$ cat config.mk
export PLATFORM = sky130hd
export DESIGN_NAME = mult_div_unit
export DESIGN_NICKNAME = d
export VERILOG_FILES = /design/src/rtl/mdu_pkg.sv /design/src/rtl/mult_div_unit.sv
export SDC_FILE = /design/constraint.sdc
export NUM_CORES = 1
export LEC_CHECK = 0
export CAP_MARGIN = 25
export CELL_PAD_IN_SITES_DETAIL_PLACEMENT = 1
export CELL_PAD_IN_SITES_GLOBAL_PLACEMENT = 2
export CORE_UTILIZATION = 33
export CTS_CLUSTER_SIZE = 12
export DETAILED_ROUTE_END_ITERATION = 8
export PLACE_DENSITY = 0.9
export SKIP_CTS_REPAIR_TIMING = 1
export SYNTH_ARGS = -nofsm -noshare
export SYNTH_HDL_FRONTEND = slang
export SYNTH_SLANG_ARGS = --single-unit
$ cat constraint.sdc
create_clock -name clk -period 6.8 [get_ports clk]
set_input_delay 1.7 -clock clk [delete_from_list [all_inputs] [get_ports clk]]
set_output_delay 1.7 -clock clk [all_outputs]
set_load 0.005 [all_outputs]
$ cat src/rtl/mdu_pkg.sv
// Shared definitions for the iterative multiply/divide unit: op codes,
// controller states and the default datapath width.
package mdu_pkg;

  localparam int MDU_WIDTH = 32;

  typedef enum logic [1:0] {
    OP_MULT  = 2'b00,
    OP_MULTU = 2'b01,
    OP_DIV   = 2'b10,
    OP_DIVU  = 2'b11
  } mdu_op_e;

  typedef enum logic [1:0] {
    IDLE = 2'b00,
    CALC = 2'b01,
    DONE = 2'b10
  } mdu_state_e;

endpackage

$ cat src/rtl/mult_div_unit.sv
// Radix-2 iterative MULT/MULTU/DIV/DIVU unit owning the HI/LO registers.
// One shift-add or restoring-divide step per cycle, WIDTH steps per operation.
module mult_div_unit
  import mdu_pkg::*;
#(
  parameter int WIDTH = MDU_WIDTH,
  parameter int CNT_W = 6
) (
  input  logic             clk,
  input  logic             rst,
  input  logic             start,
  input  logic [1:0]       op,
  input  logic [WIDTH-1:0] a,
  input  logic [WIDTH-1:0] b,
  input  logic [1:0]       hilo_we,
  input  logic [WIDTH-1:0] wdata,
  output logic             busy,
  output logic             done,
  output logic [WIDTH-1:0] hi,
  output logic [WIDTH-1:0] lo
);

  function automatic logic signed [WIDTH-1:0] sign_fix(
    input logic signed [WIDTH-1:0] v,
    input logic                    neg
  );
    return neg ? -v : v;
  endfunction

  function automatic logic signed [2*WIDTH-1:0] sign_fix_2w(
    input logic signed [2*WIDTH-1:0] v,
    input logic                      neg
  );
    return neg ? -v : v;
  endfunction

  mdu_state_e       state;
  logic [CNT_W-1:0] cnt;
  logic             is_div;
  logic             neg_res;
  logic             neg_rem;
  logic [WIDTH-1:0] opd;
  logic [WIDTH-1:0] acc;
  logic [WIDTH-1:0] shq;

  logic             signed_op;
  logic [WIDTH-1:0] abs_a;
  logic [WIDTH-1:0] abs_b;
  logic [WIDTH:0]   mul_sum;
  logic [WIDTH:0]   div_shift;
  logic [WIDTH:0]   div_diff;
  logic [WIDTH-1:0] acc_nxt;
  logic [WIDTH-1:0] shq_nxt;
  logic [WIDTH-1:0] res_hi;
  logic [WIDTH-1:0] res_lo;
  logic             last_step;

  assign signed_op = ~op[0];
  assign abs_a     = (signed_op && a[WIDTH-1]) ? -a : a;
  assign abs_b     = (signed_op && b[WIDTH-1]) ? -b : b;
  assign last_step = (cnt == CNT_W'(WIDTH - 1));

  // acc holds the running high word (product) or partial remainder (divide);
  // shq holds the multiplier being consumed or the dividend/quotient shifter.
  always_comb begin
    mul_sum   = {1'b0, acc} + (shq[0] ? {1'b0, opd} : '0);
    div_shift = {acc, shq[WIDTH-1]};
    div_diff  = div_shift - {1'b0, opd};
    acc_nxt   = acc;
    shq_nxt   = shq;
    if (is_div) begin
      if (!div_diff[WIDTH]) begin
        acc_nxt = div_diff[WIDTH-1:0];
        shq_nxt = {shq[WIDTH-2:0], 1'b1};
      end else begin
        acc_nxt = div_shift[WIDTH-1:0];
        shq_nxt = {shq[WIDTH-2:0], 1'b0};
      end
    end else begin
      acc_nxt = mul_sum[WIDTH:1];
      shq_nxt = {mul_sum[0], shq[WIDTH-1:1]};
    end
  end

  always_comb begin
    res_hi = '0;
    res_lo = '0;
    if (is_div) begin
      res_hi = sign_fix(acc_nxt, neg_rem);
      res_lo = sign_fix(shq_nxt, neg_res);
    end else begin
      {res_hi, res_lo} = sign_fix_2w({acc_nxt, shq_nxt}, neg_res);
    end
  end

  always_ff @(posedge clk) begin
    if (!rst) begin
      state   <= IDLE;
      cnt     <= '0;
      is_div  <= 1'b0;
      neg_res <= 1'b0;
      neg_rem <= 1'b0;
      opd     <= '0;
      acc     <= '0;
      shq     <= '0;
      hi      <= '0;
      lo      <= '0;
      busy    <= 1'b0;
      done    <= 1'b0;
    end else begin
      done <= 1'b0;
      unique case (state)
        IDLE: begin
          if (start) begin
            state   <= CALC;
            busy    <= 1'b1;
            cnt     <= '0;
            is_div  <= op[1];
            acc     <= '0;
            // Divide by zero keeps the all-ones quotient positive.
            neg_res <= signed_op && (a[WIDTH-1] ^ b[WIDTH-1]) && !(op[1] && b == '0);
            neg_rem <= signed_op && a[WIDTH-1];
            if (op[1]) begin
              shq <= abs_a;
              opd <= abs_b;
            end else begin
              opd <= abs_a;
              shq <= abs_b;
            end
          end else begin
            if (hilo_we[1]) hi <= wdata;
            if (hilo_we[0]) lo <= wdata;
          end
        end
        CALC: begin
          acc <= acc_nxt;
          shq <= shq_nxt;
          cnt <= cnt + 1'b1;
          if (last_step) begin
            hi    <= res_hi;
            lo    <= res_lo;
            state <= DONE;
            done  <= 1'b1;
            cnt   <= '0;
          end
        end
        DONE: begin
          state <= IDLE;
          busy  <= 1'b0;
        end
        default: begin
          state <= IDLE;
          busy  <= 1'b0;
        end
      endcase
    end
  end

endmodule

==> impl_metrics.env <==
export IMPL_unrepaired_setup_endpoints_after_global_routing="no"
export IMPL_post_route_min_period_ns=6.281
export IMPL_outcome="finished clean"
export IMPL_synth_ff_latch_count=173
export IMPL_ant_nets=0
export IMPL_layout_filler_cells=5837
export IMPL_first_pass_grt_wire_length_um=106100
export IMPL_dieArea_um2=48880
export IMPL_synth_warning_count=0
export IMPL_power_share_switching=0.3862
export IMPL_port_buffer_count=168
export IMPL_gp_congestion=0.9339
export IMPL_viasPerCell=6.059
export IMPL_cts_buffer_depth=2
export IMPL_timing_rr_end="hi[26]$_SDFFE_PN0P_"
export IMPL_drt_pass1_iterations=6
export IMPL_worst_ir_drop_vdd_mv=0.1596
export IMPL_cell_chain_of_the_critical_path="inv_1, ha_1, inv_1, fa_1, a211oi_1, o211ai_1, and3_1, o21a_2, nor3_4, nor3_4, a21oi_1, ha_1, nand2_1, or4_4, or2_4, or3_4, nand2_1, nand4b_1, or4_4, o31ai_2, mux2i_1, a21oi_1"
export IMPL_first_global_vias=17500
export IMPL_critPathRequiredTime_ns=7.13
export IMPL_worst_setup_path_type="reg -> reg"
export IMPL_antenna_violations_before_repair=1
export IMPL_drc=0
export IMPL_clock_root_buffer="sky130_fd_sc_hd__clkbuf_16"
export IMPL_syn_area_per_cell_um2=7.213
export IMPL_timing_slew_headroom=0.2855
export IMPL_placed_cells_incl_taps=2859
export IMPL_cts_tree="yes"
export IMPL_final_cell_count_no_fill=2891
export IMPL_vias=17520
export IMPL_timing_critical_path_slowest_stage_cell="sky130_fd_sc_hd__nor3_4"
export IMPL_timing_reg2reg_setup_slack_ns=0.52
export IMPL_hold_path_cell_count=2
export IMPL_die_width_um=221.1
export IMPL_clock_latency_ns=0.47
export IMPL_net_count_synth=2370
export IMPL_clk_pin_slew_ns=0.07
export IMPL_hold_path_class="reg -> reg"
export IMPL_final_period_utilization=0.9237
export IMPL_ios=169
export IMPL_clock_group_share_of_total_power=0.299
export IMPL_power_frac_seq=0.334
export IMPL_count_of_unique_library_cells_instantiated_by_yosys=108
export IMPL_worstMarginPinSlew_ns=1.068
export IMPL_ctsHtreeMaxLevel=4
export IMPL_layout_commonest_cell="sky130_fd_sc_hd__nand2_1"
export IMPL_synth_cell_area_um2=15840
export IMPL_initialDrtViolationCount=1497
export IMPL_critical_path_endpoint_type="flop"
export IMPL_internal_power_mw=2.095
export IMPL_mostFrequentLayoutCells="sky130_fd_sc_hd__nand2_1 (250), sky130_fd_sc_hd__nor2_1 (219), sky130_fd_sc_hd__o21ai_0 (204), sky130_fd_sc_hd__a21oi_1 (191), sky130_fd_sc_hd__dfxtp_1 (172)"
export IMPL_switching_power_mw=1.318
export IMPL_pin_count_of_the_biggest_net_entering_global_routing=83
export IMPL_timing_rr_start="shq[31]$_SDFFE_PN0P_"
export IMPL_finClkSkew_ns=0.02015
export IMPL_postSynth_asyncResetShare=0
export IMPL_power_combinational_fraction=0.367
export IMPL_setup_tns_ns=0
export IMPL_final_setup_viol_count=0
export IMPL_antenna_cells=0
export IMPL_die_height_um=221.1
export IMPL_max_freq_mhz=159.2
export IMPL_min_from="opd[11]$_SDFFE_PN0P_"
export IMPL_cellPowerDensity_nw_per_um2=184.3
export IMPL_hold_viol=0
export IMPL_grt_usage=0.2810
export IMPL_worst_path_arrival_time_ns=6.61
export IMPL_proportion_of_layout_cells_with_a_drive_suffix_above_1=0.06655
export IMPL_start_kind="flop"
export IMPL_std_cell_rows=79
export IMPL_gate_count_of_the_mapped_netlist=2196
export IMPL_area_growth_pct=16.95
export IMPL_total_power_mw=3.414
export IMPL_power_leakage_nw=7.095
export IMPL_reg2reg_depth=22
export IMPL_tritoncts_num_sinks=173
export IMPL_synth_sequential_area_ratio=0.2187
export IMPL_grt_overflow=0
export IMPL_floorplan_core_area_um2=46950
export IMPL_hold_path_end="opd[11]$_SDFFE_PN0P_"
export IMPL_number_of_synthesized_flops_with_an_enable_pin=0
export IMPL_final_net_count=2446
export IMPL_slew_violations=0
export IMPL_cap_viol_max_count=0
export IMPL_initial_utilization=0.3373
export IMPL_critPathMaxStageDelay_ns=0.82
export IMPL_routedWlPerCell_um=24.19
export IMPL_synth_ff_type="sky130_fd_sc_hd__dfxtp_1"
export IMPL_numCtsBuffers=17
export IMPL_routed_wl_um=69930
export IMPL_max_fanout_on_critical_path=20
export IMPL_final_hpwl_dp_um=54490
==> critical path, delay by kind of cell, from the launching register on <==
| kind | cells | cell delay, ns |
|---|---|---|
| AOI/OAI and AO/OA | 6 | 1.26 |
| buffers and inverters | 2 | 0.16 |
| and+or+nand+nor | 10 | 3.26 |
| adders and majority gates | 3 | 0.87 |
| DFF | 1 | 0.35 |
| muxes | 1 | 0.24 |
==> cell type report <==
class	instances	area, µm²	share of cell area
clock buffers	23	467.9	0.02526
clock inverters	8	108.9	0.005876
inverters	64	241.5	0.01304
multi-input cells	1816	11560	0.6242
flip-flops and latches	173	3467	0.1872
well taps	607	759.5	0.04100
repair buffers	200	1917	0.1035
==> power by group through the flow <==
stage / Combinational [mW] / Clock [mW] / Sequential, mW
2_1_floorplan: 0.789 / 0 / 1.14
3_3_place_gp: 1.20 / 0 / 1.16
3_5_place_dp: 1.22 / 0 / 1.16
4_1_cts: 1.23 / 1.03 / 1.14
5_1_grt: 1.35 / 1.08 / 1.15
6_report: 1.25 / 1.02 / 1.14
==> through the flow <==
stage / util / hold slack [ns] / setup slack [ns] / instance area [µm²]
6_report: 0.3945 / 0.4668 / 0.5186 / 18520
2_1_floorplan: - / 0.4403 / 1.661 / 15840
3_3_place_gp: 0.3821 / 0.4483 / 0.8157 / 17940
3_5_place_dp: 0.3821 / 0.4594 / 0.6315 / 17940
5_1_grt: 0.3945 / 0.4916 / 0.2203 / 18520
4_1_cts: 0.3944 / 0.4682 / 0.6263 / 18520
==> worst max path at each step <==
stage	to	from	depth (start not counted)	slack (ns)
6_report	hi[26]$_SDFFE_PN0P_	shq[31]$_SDFFE_PN0P_	22	0.52
2_1_floorplan	hi[26]$_SDFFE_PN0P_	shq[31]$_SDFFE_PN0P_	23	1.66
4_1_cts	hi[26]$_SDFFE_PN0P_	shq[31]$_SDFFE_PN0P_	22	0.63
3_3_place_gp	hi[26]$_SDFFE_PN0P_	shq[31]$_SDFFE_PN0P_	22	0.82
3_5_place_dp	hi[26]$_SDFFE_PN0P_	shq[31]$_SDFFE_PN0P_	22	0.63
5_1_grt	hi[26]$_SDFFE_PN0P_	shq[31]$_SDFFE_PN0P_	22	0.22
==> routing by layer <==
metal	global-route usage	share of wire	up-vias
li1	-	-	8212
met1	0.3710	0.45	8708
met2	0.4623	0.46	499
met3	0.04435	0.057	99
met4	0.09926	0.030	0
met5	0	0	-
==> registers in the layout (all words and copies together) (netlist names), 2 cells and up <==
register and count:
opd 32, state 2, hi 32, cnt 6, acc 32, shq 32
lo 32
==> synthesized netlist by cell type (all sizes together), types with 7 or more instances <==
library cell / n / share of area
mux2: 23 / 0.016
nor2: 220 / 0.053
a21oi: 196 / 0.063
ha: 69 / 0.055
a311oi: 15 / 0.0083
nor3: 57 / 0.020
a22o: 14 / 0.0077
xnor2: 79 / 0.044
a21boi: 8 / 0.0040
dfxtp: 173 / 0.22
xor2: 59 / 0.033
o21bai: 8 / 0.0038
and3: 22 / 0.0087
o21ai: 215 / 0.069
a222oi: 22 / 0.014
nand3: 53 / 0.017
a21o: 40 / 0.019
o211ai: 40 / 0.020
and2: 48 / 0.019
nand2: 252 / 0.060
or4: 12 / 0.0062
inv: 61 / 0.014
o311ai: 7 / 0.0039
or2: 12 / 0.0049
a221oi: 12 / 0.0088
mux2i: 25 / 0.016
o21a: 16 / 0.0077
or3: 21 / 0.0086
o41ai: 11 / 0.0061
buf: 36 / 0.013
nor4: 23 / 0.011
nand2b: 17 / 0.0067
a211oi: 28 / 0.014
a31oi: 37 / 0.015
o31ai: 24 / 0.012
nor4b: 8 / 0.0054
clkbuf: 107 / 0.025
nand4: 23 / 0.010
nor2b: 13 / 0.0051
==> logic make-up (layout without fill, tap and decap cells) <==
logic type	after synthesis	count (layout)	synth area share
AO/OA/AOI/OAI	749	749	0.3107
buffers and inverters	207	295	0.05324
multiplexers	48	48	0.03239
adder cells (fa/ha/maj)	71	71	0.05703
flip-flops	173	173	0.2187
XOR/XNOR	138	138	0.07631
AND/OR/NAND/NOR	810	810	0.2517
Note: power is estimated with default switching activity, not from simulation.
